### config.mk
export PLATFORM = sky130hd
export DESIGN_NAME = bk_sub_pipe
export DESIGN_NICKNAME = d
export VERILOG_FILES = /design/src/rtl/bk_pkg.sv /design/src/rtl/bk_up_sweep.sv /design/src/rtl/bk_sub_pipe.sv
export SDC_FILE = /design/constraint.sdc
export NUM_CORES = 1
export LEC_CHECK = 0
export CORE_UTILIZATION = 25
export CTS_CLUSTER_DIAMETER = 120
export CTS_CLUSTER_SIZE = 10
export DETAILED_ROUTE_END_ITERATION = 7
export PLACE_DENSITY = 0.53
export REMOVE_ABC_BUFFERS = 1
export SETUP_SLACK_MARGIN = 0.02
export SYNTH_ARGS = -nofsm -noshare
export SYNTH_HDL_FRONTEND = slang
export SYNTH_SLANG_ARGS = --single-unit
export TNS_END_PERCENT = 10
### constraint.sdc
create_clock -name clk -period 3.1 [get_ports clk]
set_clock_uncertainty 0.2 [all_clocks]
set_input_delay 0.62 -clock clk [delete_from_list [all_inputs] [get_ports clk]]
set_output_delay 0.62 -clock clk [all_outputs]
set_load 0.005 [all_outputs]
### src/rtl/bk_pkg.sv
// Shared Brent-Kung prefix definitions: widths, (G,P) pair type and dot operator.
package bk_pkg;

   localparam int unsigned BK_WIDTH  = 16;
   localparam int unsigned BK_LEVELS = $clog2(BK_WIDTH);

   // Group generate/propagate pair; g is the MSB of the packed struct.
   typedef struct packed {
      logic g;
      logic p;
   } bk_gp_t;

   // (G,P) o (G',P') = (G | P&G', P&P'); hi covers the more significant span.
   function automatic bk_gp_t bk_dot(input bk_gp_t hi, input bk_gp_t lo);
      bk_gp_t r;
      r.g = hi.g | (hi.p & lo.g);
      r.p = hi.p & lo.p;
      return r;
   endfunction

endpackage

### src/rtl/bk_up_sweep.sv
// Brent-Kung up-sweep: combines per-bit (g,p) into group terms, level by level.
// Output position i holds the widest group ending at bit i, i.e. the span
// 2^tz(i+1) produced at the highest level that touches that node.
module bk_up_sweep
   import bk_pkg::*;
#(
   parameter int unsigned WIDTH = BK_WIDTH
) (
   input  logic [WIDTH-1:0] p_i,
   input  logic [WIDTH-1:0] g_i,
   output logic [WIDTH-1:0] grp_p_o,
   output logic [WIDTH-1:0] grp_g_o
);

   localparam int unsigned LEVELS = $clog2(WIDTH);

   bk_gp_t [WIDTH-1:0] row;

   // Level l merges node i with node i-2^(l-1) wherever i+1 is a multiple of 2^l.
   // Updated in place: the partner node is never rewritten at the same level.
   always_comb begin
      for (int unsigned i = 0; i < WIDTH; i++) begin
         row[i] = {g_i[i], p_i[i]};
      end
      for (int unsigned l = 1; l <= LEVELS; l++) begin
         for (int unsigned i = 0; i < WIDTH; i++) begin
            if (((i + 1) % (32'd1 << l)) == 0) begin
               row[i] = bk_dot(row[i],
                               row[(i >= (32'd1 << (l - 1))) ? i - (32'd1 << (l - 1)) : i]);
            end
         end
      end
      for (int unsigned i = 0; i < WIDTH; i++) begin
         grp_g_o[i] = row[i].g;
         grp_p_o[i] = row[i].p;
      end
   end

endmodule

### src/rtl/bk_sub_pipe.sv
// Two-stage Brent-Kung subtractor (a - b - bin) with valid/ready on both sides.
// Stage 1 registers the up-sweep, stage 2 runs the down-sweep, forms the
// difference and flags, and holds them in the output registers.
module bk_sub_pipe
   import bk_pkg::*;
#(
   parameter int unsigned WIDTH = BK_WIDTH
) (
   input  logic             clk,
   input  logic             rst_n,
   input  logic [WIDTH-1:0] a,
   input  logic [WIDTH-1:0] b,
   input  logic             bin,
   input  logic             in_valid,
   output logic             in_ready,
   output logic [WIDTH-1:0] diff,
   output logic             bout,
   output logic             zero,
   output logic             neg,
   output logic             ovf,
   output logic             out_valid,
   input  logic             out_ready
);

   localparam int unsigned LEVELS = $clog2(WIDTH);

   // Handshake state
   logic v1_q, v1_d;
   logic v2_q, v2_d;
   logic s1_load, s2_load;

   // Stage 1 (up-sweep) signals and registers
   logic [WIDTH-1:0] p_d, g_d;
   logic [WIDTH-1:0] grp_p_d, grp_g_d;
   logic [WIDTH-1:0] p_q, grp_p_q, grp_g_q;
   logic             c0_q, am_q, bm_q;

   // Stage 2 (down-sweep) signals and output registers
   bk_gp_t [WIDTH-1:0] pf;
   logic [WIDTH:0]     carry;
   logic [WIDTH-1:0]   diff_d, diff_q;
   logic               bout_d, bout_q;
   logic               zero_d, zero_q;
   logic               neg_d, neg_q;
   logic               ovf_d, ovf_q;

   assign s2_load  = v1_q & (~v2_q | out_ready);
   assign in_ready = ~v1_q | s2_load;
   assign s1_load  = in_valid & in_ready;

   assign v1_d = s1_load | (v1_q & ~s2_load);
   assign v2_d = s2_load | (v2_q & ~out_ready);

   assign p_d = a ^ ~b;
   assign g_d = a & ~b;

   bk_up_sweep #(
      .WIDTH(WIDTH)
   ) u_up_sweep (
      .p_i     (p_d),
      .g_i     (g_d),
      .grp_p_o (grp_p_d),
      .grp_g_o (grp_g_d)
   );

   // Stage-1 capture of bit terms, group terms, carry-in and operand sign bits.
   always_ff @(posedge clk) begin
      if (s1_load) begin
         p_q     <= p_d;
         grp_p_q <= grp_p_d;
         grp_g_q <= grp_g_d;
         c0_q    <= ~bin;
         am_q    <= a[WIDTH-1];
         bm_q    <= b[WIDTH-1];
      end
   end

   // Down-sweep fills in the remaining prefixes, then carries, difference and flags.
   // Node i is resolved at level tz(i+1)+1 from its group term and an
   // already-complete prefix at i-2^(l-1), so an in-place pass is order-safe.
   always_comb begin
      for (int unsigned i = 0; i < WIDTH; i++) begin
         pf[i] = {grp_g_q[i], grp_p_q[i]};
      end
      for (int unsigned k = 1; k < LEVELS; k++) begin
         for (int unsigned i = 0; i < WIDTH; i++) begin
            if ((i >= (32'd1 << (LEVELS - k))) &&
                (((i + 1) % (32'd1 << (LEVELS - k))) == (32'd1 << (LEVELS - k - 1)))) begin
               pf[i] = bk_dot(pf[i], pf[i - (32'd1 << (LEVELS - k - 1))]);
            end
         end
      end
      carry[0] = c0_q;
      for (int unsigned i = 0; i < WIDTH; i++) begin
         carry[i+1] = pf[i].g | (pf[i].p & c0_q);
      end
      diff_d = p_q ^ carry[WIDTH-1:0];
      bout_d = ~carry[WIDTH];
      zero_d = (diff_d == '0);
      neg_d  = diff_d[WIDTH-1];
      ovf_d  = (am_q ^ bm_q) & (diff_d[WIDTH-1] ^ am_q);
   end

   // Per-stage valid bits; reset discards anything in flight.
   always_ff @(posedge clk or negedge rst_n) begin
      if (!rst_n) begin
         v1_q <= 1'b0;
         v2_q <= 1'b0;
      end else begin
         v1_q <= v1_d;
         v2_q <= v2_d;
      end
   end

   // Output registers load only when stage 2 advances, so a stall holds them.
   always_ff @(posedge clk or negedge rst_n) begin
      if (!rst_n) begin
         diff_q <= '0;
         bout_q <= 1'b0;
         zero_q <= 1'b0;
         neg_q  <= 1'b0;
         ovf_q  <= 1'b0;
      end else if (s2_load) begin
         diff_q <= diff_d;
         bout_q <= bout_d;
         zero_q <= zero_d;
         neg_q  <= neg_d;
         ovf_q  <= ovf_d;
      end
   end

   assign diff      = diff_q;
   assign bout      = bout_q;
   assign zero      = zero_q;
   assign neg       = neg_q;
   assign ovf       = ovf_q;
   assign out_valid = v2_q;

endmodule

==> reports/metrics.yaml <==
place.gp.congestion: 0.7055
hold_class: "register to register"
period_share_pct: 83.19
synth_edf_count: 43
setup_viol: 0
critPathCaptureType: "primary output"
io_pins: 59
dp_hpwl_um: 4589
numCtsBuffers: 9
syn_area_um2: 2955
finalHoldViolCount: 0
start_util_pct: 25.77
die_w_um: 110.7
seq_area_frac_synth_pct: 61.47
synth_commonest_cells: "43 x edfxtp_1, 21 x dfrtp_1, 20 x inv_1"
cp_common_cell: "clkdlybuf4s50_1"
peakVddDrop_mv: 0.2416
crit_type: "input pin to primary output"
dr.first_iter.drc_count: 72
netlist.area_leader.share_pct: 43.69
grt_max_degree: 44
use_met3_pct: 3.007
cp_max_fo: 3
tns_ns: 0
ant_nets: 0
finalMaxSlewViolations: 0
arrival_ns: 1.76
coreArea_um2: 11470
register_area_um2: 1817
htreeDepth: 3
netlist_instances: 222
critPathLaunchType: "input pin"
reg2reg_slack_ns: 0.98
slowest_delay_ns: 0.51
p_leak_uw: 0.001668
routed_wl_um: 5986
busiest_layer: "met2"
grt.met2_usage_pct: 16.07
wl_per_cell_um: 13.70
cts_setup_buffers: 0
antenna_found_initial: 0
fp.dieH_um: 110.7
diodes: 0
synth.distinct_cells: 40
pwr_density_cell_nw_per_um2: 606.4
avgSynthCellArea_um2: 13.31
cap_viol_max_count: 0
grt_pass1_wl_um: 9839
layout_setup_ws_ns: 0.5211
multi_input_area_um2: 1030
status: "completed"
yosysTopAreaCell: "edfxtp_1"
rsz0062_at_grt: "false"
fmaxAchievable_mhz: 387.8
grt.total_usage_pct: 10.52
place_ws_ns: 0.2319
yosys_warnings: 0
grt-ovfl-total: 0
design.die.area_um2: 12260
hold_buffers: 0
synthToLayoutAreaGrowth_pct: 34.84
grt_pass1_vias: 1948
first_pass_iters: 4
cts-root-buf: "clkbuf_16"
cts_resized: 0
port_buffers: 58
drive_gt1_share_pct: 9.184
nNetsFinal: 343
num_vias: 1951
slew_headroom_pct: 75.10
slowest_stage: "clkdlybuf4s50_1"
crit_required_ns: 2.28
ys_top_cells_by_area: "edfxtp_1 44%, dfrtp_1 18%, ha_1 7.2%, a21o_1 3.8%, mux2_2 2.7%"
synth.most_common_cell: "edfxtp_1"
crit_chain: "clkdlybuf4s50_1, nand3b_1, clkdlybuf4s50_1"
cts.sinks: 64
rows: 39
cts_tree: "built"
insertion_delay_ns: 0.32
dpl_cell_area_um2: 3724
finalCriticalPeriod_ns: 2.579
clk_pin_slew_worst_paths_ns: 0.05
drt-vias-per-instance: 4.465
clock_path_buffers: 2
ys_ff_latch: 64
grt_use_met1_pct: 13.48
worst_slew_pin_slew_ns: 0.3736
finalPower_uw: 2417
stdcell_area_um2: 3985
async_flop_share_pct: 32.81
drcViolationCount: 0
synth_ff_type: "edfxtp_1"
fillers: 1139
## layer usage
| metal | up-vias | part of all wire (%) |
|---|---|---|
| li1 | 966 | - |
| met5 | - | 0 |
| met4 | 0 | 2.1 |
| met3 | 7 | 4.7 |
| met1 | 926 | 48 |
| met2 | 52 | 45 |
## critical path: cells and delay by family
| kind | cells | cell delay, ns |
|---|---|---|
| buffers and inverters | 2 | 0.99 |
| AND/OR/NAND/NOR | 1 | 0.15 |
## path summary, 6_finish.rpt
path,startpoint,end,depth (start not counted)
min in group asynchronous,rst_n,ovf,2
max in group asynchronous,rst_n,diff[6],2
setup reg to reg,c0_q,zero,5
hold / removal,ovf,ovf,2
setup / recovery,out_ready,in_ready,3
hold reg to reg,ovf,ovf,2
## layout make-up
type / instances / area share (%)
Clock buffer: 15 / 6.468
Clock inverter: 1 / 0.09419
Inverter: 20 / 1.884
Multi-Input combinational cell: 132 / 25.84
Sequential cell: 64 / 45.59
Tap cell: 143 / 4.490
Timing Repair Buffer: 62 / 15.64
## registers in the layout, indices dropped and copies added, names as in the netlist
register and flops:
bm_q 1, ovf 1, p_q 16, v1_q 1
grp_g_q 16, bout 1, c0_q 1, zero 1
grp_p_q 8, diff 16, am_q 1, out_valid 1
## placed cells by master, fill, tap and decap left out, drive strengths merged, types with 2 or more instances in the layout
cell	Yosys	final
xor2	2	2
a211oi	2	2
and2	10	10
o21ai	8	8
dfrtp	21	21
clkbuf	3	15
edfxtp	43	43
xnor2	7	7
ha	17	17
a21o	15	15
nor4	2	2
buf	3	4
a31oi	4	4
nor2b	2	2
nand3	6	6
inv	20	20
nand2b	3	3
a41o	5	5
and3	7	7
mux2	7	7
a211o	4	4
o2111ai	2	2
clkdlybuf4s50	0	58
a21oi	5	5
or2	4	4
nand2	8	8
## power breakdown
part	total, uW	internal, uW	switching (uW)
Clock	879	560	318
Sequential	1100	1040	66.7
Combinational	435	264	172
## stage by stage
| stage | std cells | util (%) | hold slack (ns) |
|---|---|---|---|
| after CTS | 437 | 34.75 | 0.2843 |
| after global routing | 437 | 34.75 | 0.3190 |
| after floorplan | 216 | - | 0.1244 |
| after detailed placement | 421 | 32.47 | 0.2733 |
| after global placement | 421 | 32.47 | 0.2736 |
| final | 437 | 34.75 | 0.2775 |
## logic make-up after synthesis
family | after synthesis | share of synthesized area [%]
and+or+nand+nor | 46 | 8.891
buffers and inverters | 26 | 3.725
muxes | 8 | 3.006
DFF | 64 | 61.47
adders and majority gates | 17 | 7.197
xor gates and xnor gates | 9 | 2.667
AOI/OAI and AO/OA | 52 | 13.04
Power figures use the tool's default switching activity.
